**config.mk**
```make
export PLATFORM = sky130hd
export DESIGN_NAME = digit_serial_add_sub
export DESIGN_NICKNAME = d
export VERILOG_FILES = /design/src/rtl/digit_serial_add_sub.sv
export SDC_FILE = /design/constraint.sdc
export NUM_CORES = 1
export LEC_CHECK = 0
export BUFFER_PORTS_ARGS = -buffer_cell sky130_fd_sc_hd__buf_2
export CORE_ASPECT_RATIO = 0.6
export CORE_MARGIN = 3
export CORE_UTILIZATION = 40
export DETAILED_ROUTE_END_ITERATION = 10
export GPL_TIMING_DRIVEN = 1
export PLACE_DENSITY = 0.62
export SKIP_LAST_GASP = 1
export SYNTH_ARGS = -nofsm -noshare
export SYNTH_HDL_FRONTEND = slang
export SYNTH_SLANG_ARGS = --single-unit
```
**constraint.sdc**
```tcl
create_clock -name clk -period 4.8 [get_ports clk]
set_input_delay 0.96 -clock clk [delete_from_list [all_inputs] [get_ports clk]]
set_output_delay 0.96 -clock clk [all_outputs]
set_load 0.005 [all_outputs]
```
**src/rtl/digit_serial_add_sub.sv**
```systemverilog
// digit_serial_add_sub: multi-cycle adder/subtractor, DIGIT bits per clock,
// LSB digit first, with an internal accumulator and registered flags.
module digit_serial_add_sub #(
    parameter int WIDTH = 8,
    parameter int DIGIT = 4
) (
    input  logic             clk,
    input  logic             reset,
    input  logic             start,
    output logic             in_ready,
    input  logic [WIDTH-1:0] A,
    input  logic [WIDTH-1:0] B,
    input  logic             subtract,
    input  logic             accumulate,
    input  logic             acc_clear,
    output logic [WIDTH-1:0] Result,
    output logic             Cout,
    output logic             Overflow,
    output logic             Zero,
    output logic             done,
    output logic             busy
);

    localparam int N  = WIDTH / DIGIT;
    localparam int CW = (N > 1) ? $clog2(N) : 1;

    localparam logic [CW-1:0] LAST = CW'(N - 1);

    localparam logic [1:0] S_IDLE = 2'd0;
    localparam logic [1:0] S_RUN  = 2'd1;
    localparam logic [1:0] S_DONE = 2'd2;

    logic [1:0]       state_q, state_d;
    logic [CW-1:0]    cnt_q, cnt_d;
    logic [WIDTH-1:0] op_a_q, op_a_d;
    logic [WIDTH-1:0] op_b_q, op_b_d;
    logic [WIDTH-1:0] sum_q, sum_d;
    logic             carry_q, carry_d;
    logic             a_msb_q, a_msb_d;
    logic             b_msb_q, b_msb_d;
    logic [WIDTH-1:0] acc_q, acc_d;
    logic [WIDTH-1:0] res_q, res_d;
    logic             cout_q, cout_d;
    logic             ovf_q, ovf_d;
    logic             zero_q, zero_d;
    logic             done_q, done_d;

    logic [DIGIT:0]         digit_sum;
    logic [WIDTH+DIGIT-1:0] sum_wide;
    logic [WIDTH-1:0]       sum_next;
    logic [WIDTH-1:0]       first_op;
    logic [WIDTH-1:0]       b_prime;
    logic                   last_digit;
    logic                   ovf_calc;

    // One digit of the ripple: operand LSB digits plus the running carry.
    always_comb begin
        digit_sum = {1'b0, op_a_q[DIGIT-1:0]}
                  + {1'b0, op_b_q[DIGIT-1:0]}
                  + {{DIGIT{1'b0}}, carry_q};
        // Wide concat keeps the shift legal when DIGIT == WIDTH.
        sum_wide   = {digit_sum[DIGIT-1:0], sum_q};
        sum_next   = sum_wide[WIDTH+DIGIT-1:DIGIT];
        last_digit = (cnt_q == LAST);
        ovf_calc   = (a_msb_q == b_msb_q) &&
                     (sum_next[WIDTH-1] != a_msb_q);
    end

    // Operand selection at acceptance; a same-edge clear forces a zero
    // accumulator operand.
    always_comb begin
        if (accumulate) begin
            first_op = acc_clear ? '0 : acc_q;
        end else begin
            first_op = A;
        end
        b_prime = subtract ? ~B : B;
    end

    // Next-state logic for the sequencer, datapath and result registers.
    always_comb begin
        state_d = state_q;
        cnt_d   = cnt_q;
        op_a_d  = op_a_q;
        op_b_d  = op_b_q;
        sum_d   = sum_q;
        carry_d = carry_q;
        a_msb_d = a_msb_q;
        b_msb_d = b_msb_q;
        acc_d   = acc_q;
        res_d   = res_q;
        cout_d  = cout_q;
        ovf_d   = ovf_q;
        zero_d  = zero_q;
        done_d  = 1'b0;

        unique case (state_q)
            S_IDLE: begin
                if (acc_clear) begin
                    acc_d = '0;
                end
                if (start) begin
                    op_a_d  = first_op;
                    op_b_d  = b_prime;
                    a_msb_d = first_op[WIDTH-1];
                    b_msb_d = b_prime[WIDTH-1];
                    carry_d = subtract;
                    cnt_d   = '0;
                    sum_d   = '0;
                    state_d = S_RUN;
                end
            end
            S_RUN: begin
                op_a_d  = op_a_q >> DIGIT;
                op_b_d  = op_b_q >> DIGIT;
                sum_d   = sum_next;
                carry_d = digit_sum[DIGIT];
                if (last_digit) begin
                    cnt_d   = '0;
                    res_d   = sum_next;
                    cout_d  = digit_sum[DIGIT];
                    ovf_d   = ovf_calc;
                    zero_d  = (sum_next == '0);
                    acc_d   = sum_next;
                    done_d  = 1'b1;
                    state_d = S_DONE;
                end else begin
                    cnt_d = cnt_q + CW'(1);
                end
            end
            S_DONE: begin
                state_d = S_IDLE;
            end
            default: begin
                state_d = S_IDLE;
            end
        endcase
    end

    // Sequencer state and digit counter.
    always_ff @(posedge clk or posedge reset) begin
        if (reset) begin
            state_q <= S_IDLE;
            cnt_q   <= '0;
        end else begin
            state_q <= state_d;
            cnt_q   <= cnt_d;
        end
    end

    // Operand shift registers, partial sum and carry.
    always_ff @(posedge clk or posedge reset) begin
        if (reset) begin
            op_a_q  <= '0;
            op_b_q  <= '0;
            sum_q   <= '0;
            carry_q <= 1'b0;
            a_msb_q <= 1'b0;
            b_msb_q <= 1'b0;
        end else begin
            op_a_q  <= op_a_d;
            op_b_q  <= op_b_d;
            sum_q   <= sum_d;
            carry_q <= carry_d;
            a_msb_q <= a_msb_d;
            b_msb_q <= b_msb_d;
        end
    end

    // Accumulator, written on clear and on every completion.
    always_ff @(posedge clk or posedge reset) begin
        if (reset) begin
            acc_q <= '0;
        end else begin
            acc_q <= acc_d;
        end
    end

    // Visible result, flags and the completion pulse.
    always_ff @(posedge clk or posedge reset) begin
        if (reset) begin
            res_q  <= '0;
            cout_q <= 1'b0;
            ovf_q  <= 1'b0;
            zero_q <= 1'b0;
            done_q <= 1'b0;
        end else begin
            res_q  <= res_d;
            cout_q <= cout_d;
            ovf_q  <= ovf_d;
            zero_q <= zero_d;
            done_q <= done_d;
        end
    end

    assign Result   = res_q;
    assign Cout     = cout_q;
    assign Overflow = ovf_q;
    assign Zero     = zero_q;
    assign done     = done_q;
    assign in_ready = (state_q == S_IDLE);
    assign busy     = (state_q != S_IDLE);

endmodule

```
# Word-level counts from Yosys, hierarchy flattened
# Cells that the tools add are included.
# W data, S select, Z words.
op_classes:
  n_bitwise: 1
  n_mux: 21
  reduce_logical: 10
  addsub: 3
  n_eq_ne: 5
ops:
  columns: ["cell", "n"]
  rows:
  - ["$pmux W8 S2", 4]
  - ["$mux W8", 7]
  - ["$reduce_and A2 Y1", 5]
  - ["$logic_not A8 Y1", 1]
  - ["$not A8 Y8", 1]
  - ["$add A4 B4 Y5", 1]
  - ["$add A5 B1 Y5", 1]
  - ["$mux W1", 5]
  - ["$mux W2", 2]
  - ["$ne A2 B2 Y1 const B", 2]
  - ["$pmux W1 S2", 2]
  - ["$pmux W2 S2", 1]
  - ["$reduce_bool A2 Y1", 2]
  - ["$eq A2 B1 Y1 const B", 1]
  - ["$logic_not A2 Y1", 1]
  - ["$add A1 B1 Y1 const B", 1]
  - ["$eq A1 B1 Y1", 1]
  - ["$logic_and A1 B1 Y1", 1]
  - ["$ne A1 B1 Y1", 1]
totals:
  elab_cells: 54
  output_inout_bits: 14
  inputBits: 22
  regBits: 50

# Logic depth before layout (Yosys ltp)
# Gate-level depths: netlist of the first run.
logic_depth:
  word_depth: 4
  mapped_depth: 8
  mapped_depth_nobuf: 7

# Worst setup path after synthesis of the first run
# OpenSTA, ideal clock, no wires.
synth_timing:
  path_type: "reg2reg"
  startpoint: "register op_a_q[0]"
  endpoint: "register zero_q, in the netlist Zero"
  synth_period_minus_slack_ns: 2.183
  path_stages_with_launch: 8
  arrival_ns: 2.116
  path_buffers: 0
  required_time_ns: 4.733
  setup_slack_ns: 2.617
  setup_time_ns: 0.067
  path_cell_list: "dfrtp_1 -> inv_1 -> fa_1 -> inv_1 -> fa_1 -> or4b_1 -> nor3_1 -> a32o_1"
synth_between:
  elab_chain_cells: 3
synth_lines:
  columns: ["element", "line", "text"]
  rows:
  - ["start, declared", "35", "logic [WIDTH-1:0] op_a_q, op_a_d;"]
  - ["start signal, assigned", "161", "op_a_q <= op_a_d;"]
  - ["$add A4 B4 Y5", "59", "+ {1'b0, op_b_q[DIGIT-1:0]}"]
  - ["$add A5 B1 Y5", "60", "+ {{DIGIT{1'b0}}, carry_q};"]
  - ["named net digit_sum[1]", "48", "logic [DIGIT:0] digit_sum;"]
  - ["$logic_not A8 Y1", "123", "zero_d = (sum_next == '0);"]
  - ["end signal, assigned", "191", "zero_q <= zero_d;"]
  - ["end, declared", "45", "logic zero_q, zero_d;"]
# The timed path passes the listed nets, and every way through them passes these cells.
# A chain may end at the register's enable or synchronous reset.

# Final worst setup path of the first run
# Same ends and word-level chain as after synthesis.

==> summary.txt, run 1 <==
Timing
  – Clock skew: 0.00807 ns
  – Final worst path period need: 2.36 ns
  – Setup violators final: 0
  – Fmax: 423 MHz
  – RSZ-0062 raised after global routing: no
  – Setup TNS: 0 ns
  – Max-slew violations: 0
  – Final Hold Viols: 0
  – Final Cycle Share: 49.3%
  – Slew @ Worst Pin: 0.770 ns
  – Slew headroom: 48.6%

Synthesis
  – Prevailing post-synth register cell: dfrtp_1
  – Synth Cell Area: 2320 µm²
  – Post-synth cell types: 39
  – Yosys reg bits: 46
  – Leading post-synthesis cells by cell area: dfrtp_1 (50%), a22oi_1 (5.8%), o21ai_0 (5.4%)
  – Synth area leader: dfrtp_1
  – Synth top area share: 49.6%
  – Synth warn: 0
  – Top cells by count, synth: dfrtp_1 (46), o21ai_0 (25), a22oi_1 (18), nand2_1 (18), nor2_1 (14)
  – Async SR Flop Fraction: between 90% and 100%
  – Post-synth EDFFs: 0
  – Sequential share of the synthesized area: about half
  – Synthesized instance count: approximately 230
  – Synth Area per Inst: 10.1 µm²
  – Count leader, synth: dfrtp_1
  – Mapped Nets: about 260

Clocking
  – TritonCTS clock tree: built
  – Cts bufs inserted: 5
  – Reg clk slew, reported paths: ~0.090 ns
  – Number of hold buffers added after CTS: 0
  – Longest Clk Path Bufs: 2
  – Clock Latency Late Sink: 0.30 ns
  – CTS Sinks: 46
  – # H-tree levels: 2
  – Post-CTS Setup Inserts: 0
  – Root Driver: clkbuf_8
  – Post-cts sizing count: 0

Floorplan
  – I/O pins: 36
  – DIE AREA: 6780 µm²
  – Die Height: 65.0 µm
  – Die X: 104 µm
  – Starting density of the core: between 40% and 50%
  – Total core area: 5330 µm²
  – Rows: 20

Global routing
  – GRT Util Overall: 17.9%
  – Vias in the first global route: 1764
  – Grt ovf: 0
  – First-pass GRT wire length: 9320 µm
  – Largest net degree at the start of global routing: 47
  – Initial antenna violation count: 0

Final layout
  – Diode count: 0
  – Synth-to-Final Area Change: 12.9%
  – Nets@finish: 286
  – Post-Route Utilization: 49.1%
  – Layout cell share with drive strength beyond 1: 21.2%

Routing
  – Starting DRC count in detailed routing: 108
  – Drt total wl: 5570 µm
  – DR vias/cell: 5.45
  – DRT antenna net count: 0
  – Detailed-route via count: between 1.5k and 2k
  – DRC Markers: 0
  – 1st-pass router iterations: 4
  – DR WL/cell: 16.5 µm

Outcome
  – Status: finished clean

Setup path
  – Crit end category: register
  – Slowest CP cell: or4b_1
  – R2r setup slk: 2.44 ns
  – Worst setup SP type: register
  – CP Max Fanout: 4
  – Critical path type: reg -> reg
  – Max incr delay on CP: 0.53 ns
  – CP Data Arrival Time: between 2 and 3 ns
  – Worst endpoint required time: approximately 5.1 ns
  – Crit path cell chain: inv_1 -> fa_1 -> inv_1 -> fa_1 -> or4b_1 -> nor3_1 -> a32o_1
  – CP delay by family, top: adder cells
  – WP buf/inv: 2

Pwr
  – Power Dens Cells: 631 nW/µm²
  – Leakage: between 0.001 and 0.0015 µW
  – Power Total: 1650 µW
  – Maximum vdd drop: 0.205 mV

Placement
  – Post-DP HPWL: 3980 µm
  – Port Buf Inserts: 35
  – Final GP Congestion: 0.830

Run
  – Max Cap Violations: 0

Hold path
  – Worst Hold Class: reg -> reg
-- final timing paths --
path                            startpoint       end  cells after the start
worst max-delay path             op_a_q[0]      Zero                      7
worst min-delay path                  Cout      Cout                      2
worst max register to register   op_a_q[0]      Zero                      7
worst min register to register        Cout      Cout                      2
max in group asynchronous            reset  acc_q[6]                      3
min in group asynchronous            reset      Cout                      3
-- cell usage in the layout, fill, tap and decap left out, types with 3 or more instances in the layout --
master,instances
a22o_1,12
buf_4,3
mux2_2,5
nor2_1,14
a22oi_1,18
inv_1,12
clkbuf_8,5
mux2i_1,3
a21oi_1,8
xor2_1,7
nand2b_1,7
nand3_1,6
dfrtp_1,46
o21ai_0,25
ha_1,3
buf_2,35
nand2_1,18
nor2b_1,3
-- worst min-delay path, cell delays in order, from the launching register on --
cell and delay, ns:
dfrtp_1 0.35, nand2_1 0.05, o21ai_0 0.06
-- layer usage --
layer | wire (µm) | track usage, % | vias up
li1 | - | - | 871
met1 | 2870 | 27.9 | 896
met2 | 2210 | 24.3 | 60
met3 | 415 | 3.38 | 8
met4 | 73 | 5.97 | 0
met5 | 0 | 0 | -
-- power by group --
| part | leakage [µW] | internal, µW | switching, µW |
|---|---|---|---|
| clock network | 0.0000452 | 103 | 133 |
| registers | 0.000597 | 551 | 138 |
| logic | 0.000622 | 310 | 419 |
-- per-stage QoR --
step / hold slack (ns) / worst slack [ns] / instance area (µm²) / cells
after global placement: 0.457 / 2.53 / 2530 / 329
after detailed placement: 0.471 / 2.48 / 2530 / 329
after global routing: 0.514 / 2.32 / 2620 / 337
after CTS: 0.491 / 2.45 / 2620 / 337
final: 0.483 / 2.44 / 2620 / 337
after floorplan: 0.456 / 2.62 / 2320 / 229
-- area by class of cell --
type / instances / area (µm²)
clock buffer: 6 / 72.6
clock inverter: 2 / 13.8
fill: 529 / 2710
inverter: 13 / 48.8
multi-input combinational: 155 / 1040
sequential: 46 / 1150
tap: 77 / 96.3
timing repair buffer: 38 / 198
-- registers in the layout, summed over array words and instances, names as in the netlist --
signal / flops
b_msb_q: 1
done: 1
carry_q: 1
acc_q: 8
a_msb_q: 1
cnt_q: 1
Result: 8
Cout: 1
Zero: 1
Overflow: 1
op_b_q: 8
op_a_q: 8
state_q: 2
sum_q: 4
-- logic make-up after synthesis --
| family | count (synthesis) | synth area share (%) |
|---|---|---|
| xor+xnor | 9 | 3.40 |
| buf+inv | 28 | 5.61 |
| fa+ha+maj | 5 | 3.34 |
| simple gates | 57 | 12.3 |
| flops | 46 | 49.6 |
| compound gates | 76 | 22.0 |
| mux | 8 | 3.72 |
(Power assumes the default switching activity.)
==> run 2, diff against run 1 <==
==> constraint.sdc (replaced) <==
create_clock -name clk -period 2.3 [get_ports clk]
set_input_delay 0.46 -clock clk [delete_from_list [all_inputs] [get_ports clk]]
set_output_delay 0.46 -clock clk [all_outputs]
set_load 0.005 [all_outputs]
==> summary.txt, run 2 (synthesized netlist as in run 1, its figures left out) <==
Routing
  – Detailed-route via count: 1853 (+0.98%)
  – DR WL/cell: 16.1 µm (-2.2%)
  – 1st-pass router iterations: 4 (unchanged)
  – Drt total wl: 5560 µm (-0.18%)
  – Starting DRC count in detailed routing: 103 (-4.6%)
  – DR vias/cell: 5.39 (-1.1%)
  – DRT antenna net count: 0 (unchanged)
  – DRC Markers: 0 (unchanged)

Global routing
  – Vias in the first global route: 1755 (-0.51%)
  – GRT Util Overall: 17.3% (-0.52 points)
  – Initial antenna violation count: 0 (unchanged)
  – Grt ovf: 0 (unchanged)
  – First-pass GRT wire length: 9180 µm (-1.4%)
  – Met2 Resource Use GR: 22.5% (-1.8 points)
  – Largest net degree at the start of global routing: 28 (-40%)
  – GR Layer Usage met3: 3.98% (+0.60 points)
  – Layer with the highest usage: met1
  – Met1 GRT Util: 28.2% (+0.32 points)

Final layout
  – Commonest cells after routing, fill and taps aside: dfrtp_1 (46), buf_2 (35), o21ai_0 (25)
  – Nets@finish: 293 (+2.4%)
  – Diode count: 0 (unchanged)
  – Synth-to-Final Area Change: 15.8%
  – Post-Route Utilization: 50.4% (+1.3 points)
  – Commonest non-fill, non-tap cell in the layout: dfrtp_1
  – Layout cell share with drive strength beyond 1: 23.6% (+2.4 points)
  – Post-Layout Cell Count: 344 (+2.1%)

Setup path
  – Worst setup SP type: register
  – Worst endpoint required time: 2.54 ns (-2.51 ns)
  – CP Max Fanout: 2 (-2)
  – Critical path type: reg -> reg
  – CP Data Arrival Time: 2.45 ns (-0.16 ns)
  – Crit end category: register
  – R2r setup slk: 0.08 ns (-2.35 ns)

Clocking
  – CTS Sinks: 46 (unchanged)
  – Number of hold buffers added after CTS: 0 (unchanged)
  – Reg clk slew, reported paths: 0.09 ns (about the same)
  – Clock Latency Late Sink: 0.29 ns (about the same)
  – Root Driver: clkbuf_8
  – TritonCTS clock tree: built
  – Longest Clk Path Bufs: 2 (unchanged)
  – Cts bufs inserted: 5 (unchanged)
  – # H-tree levels: 2 (unchanged)

Timing
  – Final Hold Viols: 0 (unchanged)
  – Fin worst setup slack: 0.0841 ns (-2.35 ns)
  – Slew headroom: 49.8% (+1.2 points)
  – Final Cycle Share: 96.3% (+47 points)
  – Max-slew violations: 0 (unchanged)
  – Setup violators final: 0 (unchanged)
  – Clock skew: 0.0104 ns (+0.00233 ns)
  – RSZ-0062 raised after global routing: no
  – Fmax: 451 MHz (+6.7%)
  – Setup TNS: 0 ns (unchanged)
  – Final worst path period need: 2.22 ns (-0.149 ns)
  – Slew @ Worst Pin: 0.748 ns (-0.0215 ns)

Placement
  – Dpl ws: 0.00644 ns (-2.47 ns)
  – Port Buf Inserts: 35 (unchanged)
  – Dpl cells: 334 (+1.5%)
  – Post-DP HPWL: 4050 µm (+1.8%)
  – Final GP Congestion: 0.804 (-3.1%)

Floorplan
  – Die Height: 65.0 µm (unchanged)
  – I/O pins: 36 (unchanged)
  – Starting density of the core: 43.5% (unchanged)
  – Total core area: 5330 µm² (unchanged)
  – Die X: 104 µm (unchanged)
  – Rows: 20 (unchanged)
  – DIE AREA: 6780 µm² (unchanged)

Pwr
  – Leakage: 0.00130 µW (+3.1%)
  – Power Dens Cells: 1320 nW/µm² (+110%)
  – Maximum vdd drop: 0.491 mV (+140%)

Run
  – Max Cap Violations: 0 (unchanged)

Outcome
  – Status: finished clean

Hold path
  – Worst Hold Class: in -> async
-- run 2: cell types whose count changed in the layout (fill, tap and decap cells not counted) --
cell	previous run	this run
fa_1	2	1
buf_4	3	9
fa_2	0	1
buf_12	0	1
-- run 2: layout make-up --
| class | instances | area (µm²) |
|---|---|---|
| clock buffer | 6 | 72.6 |
| clock inverter | 2 | 13.8 |
| fill | 537 | 2640 |
| inverter | 13 | 48.8 |
| multi-input combinational | 155 | 1040 |
| sequential | 46 | 1150 |
| tap | 77 | 96.3 |
| timing repair buffer | 45 | 263 |
-- run 2: where the power goes --
group | total (µW) | switching (µW) | internal (µW) | leakage [µW]
logic | 1600 | 875 | 730 | 0.000661
clock network | 491 | 276 | 215 | 0.0000452
registers | 1440 | 293 | 1150 | 0.000597
total | 3540 | 1440 | 2090 | 0.00130
-- run 2: per-stage QoR --
| stage | power (µW) | hold WS (ns) | cell area (µm²) |
|---|---|---|---|
| final | 3540 | 0.192 | 2690 |
| after global routing | 3840 | 0.229 | 2690 |
| after CTS | 3540 | 0.211 | 2680 |
| after detailed placement | 3040 | 0.475 | 2580 |
| after global placement | 3000 | 0.458 | 2580 |
| after floorplan | 2480 | 0.456 | 2320 |
-- run 2: worst max-delay path, stage by stage (launching register included) --
cell and delay (ns):
dfrtp_1 0.35, inv_1 0.06, fa_2 0.40, inv_1 0.08, fa_1 0.43, or4b_1 0.51
nor3_1 0.15, a32o_1 0.18
-- run 2: repair_timing --
action                                 CTS  global route
endpoints found under the hold margin    0             0
gates resized for setup                  0             1
pin swaps                                0             0
setup endpoints to repair                1             1
setup buffers                            1             1
-- run 2: path summary, 6_finish.rpt --
path                            from        end  cells after the start
max                        op_a_q[0]       Zero                      7
min                            reset       done                      2
max reg2reg                op_a_q[0]       Zero                      7
min reg2reg                Result[4]  Result[4]                      2
max in group asynchronous      reset  op_a_q[7]                      3
min in group clk                A[6]  op_a_q[6]                      3
-- run 2: per-layer routing --
| metal | part of all wire [%] | vias up | wire length (µm) |
|---|---|---|---|
| li1 | - | 886 | - |
| met1 | 53 | 899 | 2950 |
| met2 | 39 | 66 | 2170 |
| met3 | 7.5 | 2 | 416 |
| met4 | 0.31 | 0 | 17 |
| met5 | 0 | - | 0 |
==> run 3, diff against run 2 <==
--- a/config.mk
+++ b/config.mk
@@ -11,7 +11,7 @@
 export CORE_UTILIZATION = 40
 export DETAILED_ROUTE_END_ITERATION = 10
 export GPL_TIMING_DRIVEN = 1
-export PLACE_DENSITY = 0.62
+export PLACE_DENSITY = 0.59
 export SKIP_LAST_GASP = 1
 export SYNTH_ARGS = -nofsm -noshare
 export SYNTH_HDL_FRONTEND = slang
==> summary.txt, run 3 (synthesized netlist as in run 1, its figures left out) <==
Outcome
  – Status: finished clean

Timing
  – Fmax: 449 MHz (-0.43%)
  – RSZ-0062 raised after global routing: no
  – Setup TNS: 0 ns (unchanged)
  – Setup violators final: 0 (unchanged)
  – Clock skew: 0.00903 ns (-0.00137 ns)
  – Slew headroom: 56.3% (+6.5 points)
  – Max-slew violations: 0 (unchanged)
  – Final worst path period need: 2.23 ns (+0.00967 ns)
  – Final Hold Viols: 0 (unchanged)
  – Final Cycle Share: 96.8% (+0.42 points)
  – Worst Hold Margin: 0.170 ns (-0.0224 ns)
  – Slew @ Worst Pin: 0.654 ns (-0.0939 ns)

Clocking
  – Longest Clk Path Bufs: 2 (unchanged)
  – # H-tree levels: 2 (unchanged)
  – Root Driver: clkbuf_8
  – TritonCTS clock tree: built
  – Reg clk slew, reported paths: 0.09 ns (about the same)
  – CTS Sinks: 46 (unchanged)
  – Clock Latency Late Sink: 0.30 ns (about the same)
  – Number of hold buffers added after CTS: 0 (unchanged)
  – Cts bufs inserted: 5 (unchanged)
  – Post-CTS Setup Inserts: 0 (-1)

Setup path
  – Worst setup SP type: register
  – Crit end category: register
  – Worst endpoint required time: 2.55 ns (about the same)
  – Slowest CP cell: or4b_4
  – CP Max Fanout: 3 (+1)
  – Most used cell, CP: inv_1
  – Crit path cell chain: inv_1 -> fa_2 -> inv_1 -> fa_1 -> or4b_4 -> nor3_2 -> a32o_1
  – Critical path type: reg -> reg
  – CP Data Arrival Time: 2.47 ns (+0.02 ns)
  – Max incr delay on CP: 0.53 ns (+0.02 ns)

Routing
  – Detailed-route via count: 1816 (-2.0%)
  – Drt total wl: 5460 µm (-1.7%)
  – DR WL/cell: 16.1 µm (-0.55%)
  – DRT antenna net count: 0 (unchanged)
  – DR vias/cell: 5.34 (-0.84%)
  – DRC Markers: 0 (unchanged)
  – 1st-pass router iterations: 4 (unchanged)
  – Starting DRC count in detailed routing: 119 (+16%)

Floorplan
  – Die X: 104 µm (unchanged)
  – DIE AREA: 6780 µm² (unchanged)
  – Die Height: 65.0 µm (unchanged)
  – Rows: 20 (unchanged)
  – Total core area: 5330 µm² (unchanged)
  – Starting density of the core: 43.5% (unchanged)
  – I/O pins: 36 (unchanged)

Final layout
  – Diode count: 0 (unchanged)
  – Nets@finish: 289 (-1.4%)
  – Layout fillers: 527 (-1.9%)
  – Layout cell share with drive strength beyond 1: 24.0% (+0.36 points)
  – Synth-to-Final Area Change: 15.2%
  – Commonest cells after routing, fill and taps aside: dfrtp_1 (46), buf_2 (35), o21ai_0 (25)
  – Commonest non-fill, non-tap cell in the layout: dfrtp_1

Hold path
  – Worst Hold Class: in -> async

Global routing
  – Grt ovf: 0 (unchanged)
  – Largest net degree at the start of global routing: 47 (+68%)
  – GRT Util Overall: 17.2% (-0.18 points)
  – First-pass GRT wire length: 9070 µm (-1.3%)
  – Initial antenna violation count: 0 (unchanged)
  – Vias in the first global route: 1737 (-1.0%)

Pwr
  – Maximum vdd drop: 0.522 mV (+6.3%)
  – Power Dens Cells: 1320 nW/µm² (+0.26%)
  – Leakage: 0.00128 µW (-1.4%)

Placement
  – Final GP Congestion: 0.793 (-1.4%)
  – Post-DP HPWL: 4000 µm (-1.3%)
  – Port Buf Inserts: 35 (unchanged)

Run
  – Max Cap Violations: 0 (unchanged)
## run 3: changes by cell type in the layout (fill, tap and decap cells not counted)
cell	delta
clkbuf_1	-1
clkinv_2	-1
nor3_2	+1
or4b_1	-1
or4b_4	+1
clkinv_4	-1
buf_4	-4
nor3_1	-1
clkinv_1	-1
clkinvlp_4	+2
inv_6	+1
inv_2	+1
## run 3: report_power, final
group          switching, µW  internal, µW  leakage [µW]
Combinational            862           706      0.000647
Clock                    294           218     0.0000408
Sequential               298          1150      0.000597
Total                   1450          2070       0.00128
## run 3: layout make-up
class | instances | area, µm² | share of cell area, %
clock buffer | 5 | 68.8 | 2.58
multi-input combinational | 155 | 1050 | 39.3
clock inverter | 3 | 23.8 | 0.890
timing repair buffer | 41 | 233 | 8.71
tap | 77 | 96.3 | 3.61
inverter | 13 | 48.8 | 1.83
sequential | 46 | 1150 | 43.1
## run 3: repair_timing
| item | in CTS | in global routing |
|---|---|---|
| endpoints found under the setup margin | 0 | 1 |
| endpoints found under the hold margin | 0 | 0 |
| resized for setup | 0 | 3 |
## run 3: worst paths after layout
check / startpoint / endpoint / slack (ns) / cells past startpoint
max: op_a_q[0] / Zero / 0.07 / 7
min: reset / done / 0.17 / 3
max reg2reg: op_a_q[0] / Zero / 0.07 / 7
min reg2reg: Result[7] / Result[7] / 0.48 / 2
max in group asynchronous: reset / acc_q[6] / 1.90 / 3
min in group clk: A[5] / op_a_q[5] / 0.47 / 3
## run 3: through the flow
| stage | utilization [%] | instances | power, µW | setup WS [ns] | instance area, µm² |
|---|---|---|---|---|---|
| 3_5_place_dp | 48.2 | 332 | 3000 | 0.0345 | 2570 |
| 4_1_cts | 49.9 | 340 | 3510 | 0.00372 | 2660 |
| 2_1_floorplan | - | 229 | 2480 | 0.117 | 2320 |
| 5_1_grt | 50.1 | 340 | 3800 | 0.0312 | 2670 |
| 3_3_place_gp | 48.2 | 332 | 2970 | 0.0788 | 2570 |
| 6_report | 50.1 | 340 | 3530 | 0.0744 | 2670 |
## run 3: critical path: cells and delay by family, from the launching register on
family,cells,cell delay (ns)
adders and majority gates,2,0.82
and+or+nand+nor,2,0.65
DFF,1,0.38
AOI/OAI and AO/OA,1,0.18
buffers and inverters,2,0.15
## run 3: per-layer routing
metal,share of wire (%),vias to the layer above,global-route usage (%)
met5,0,-,0
met4,0.77,0,3.98
met3,7.3,6,4.28
met2,37,59,22.6
met1,55,879,27.4
li1,-,872,-
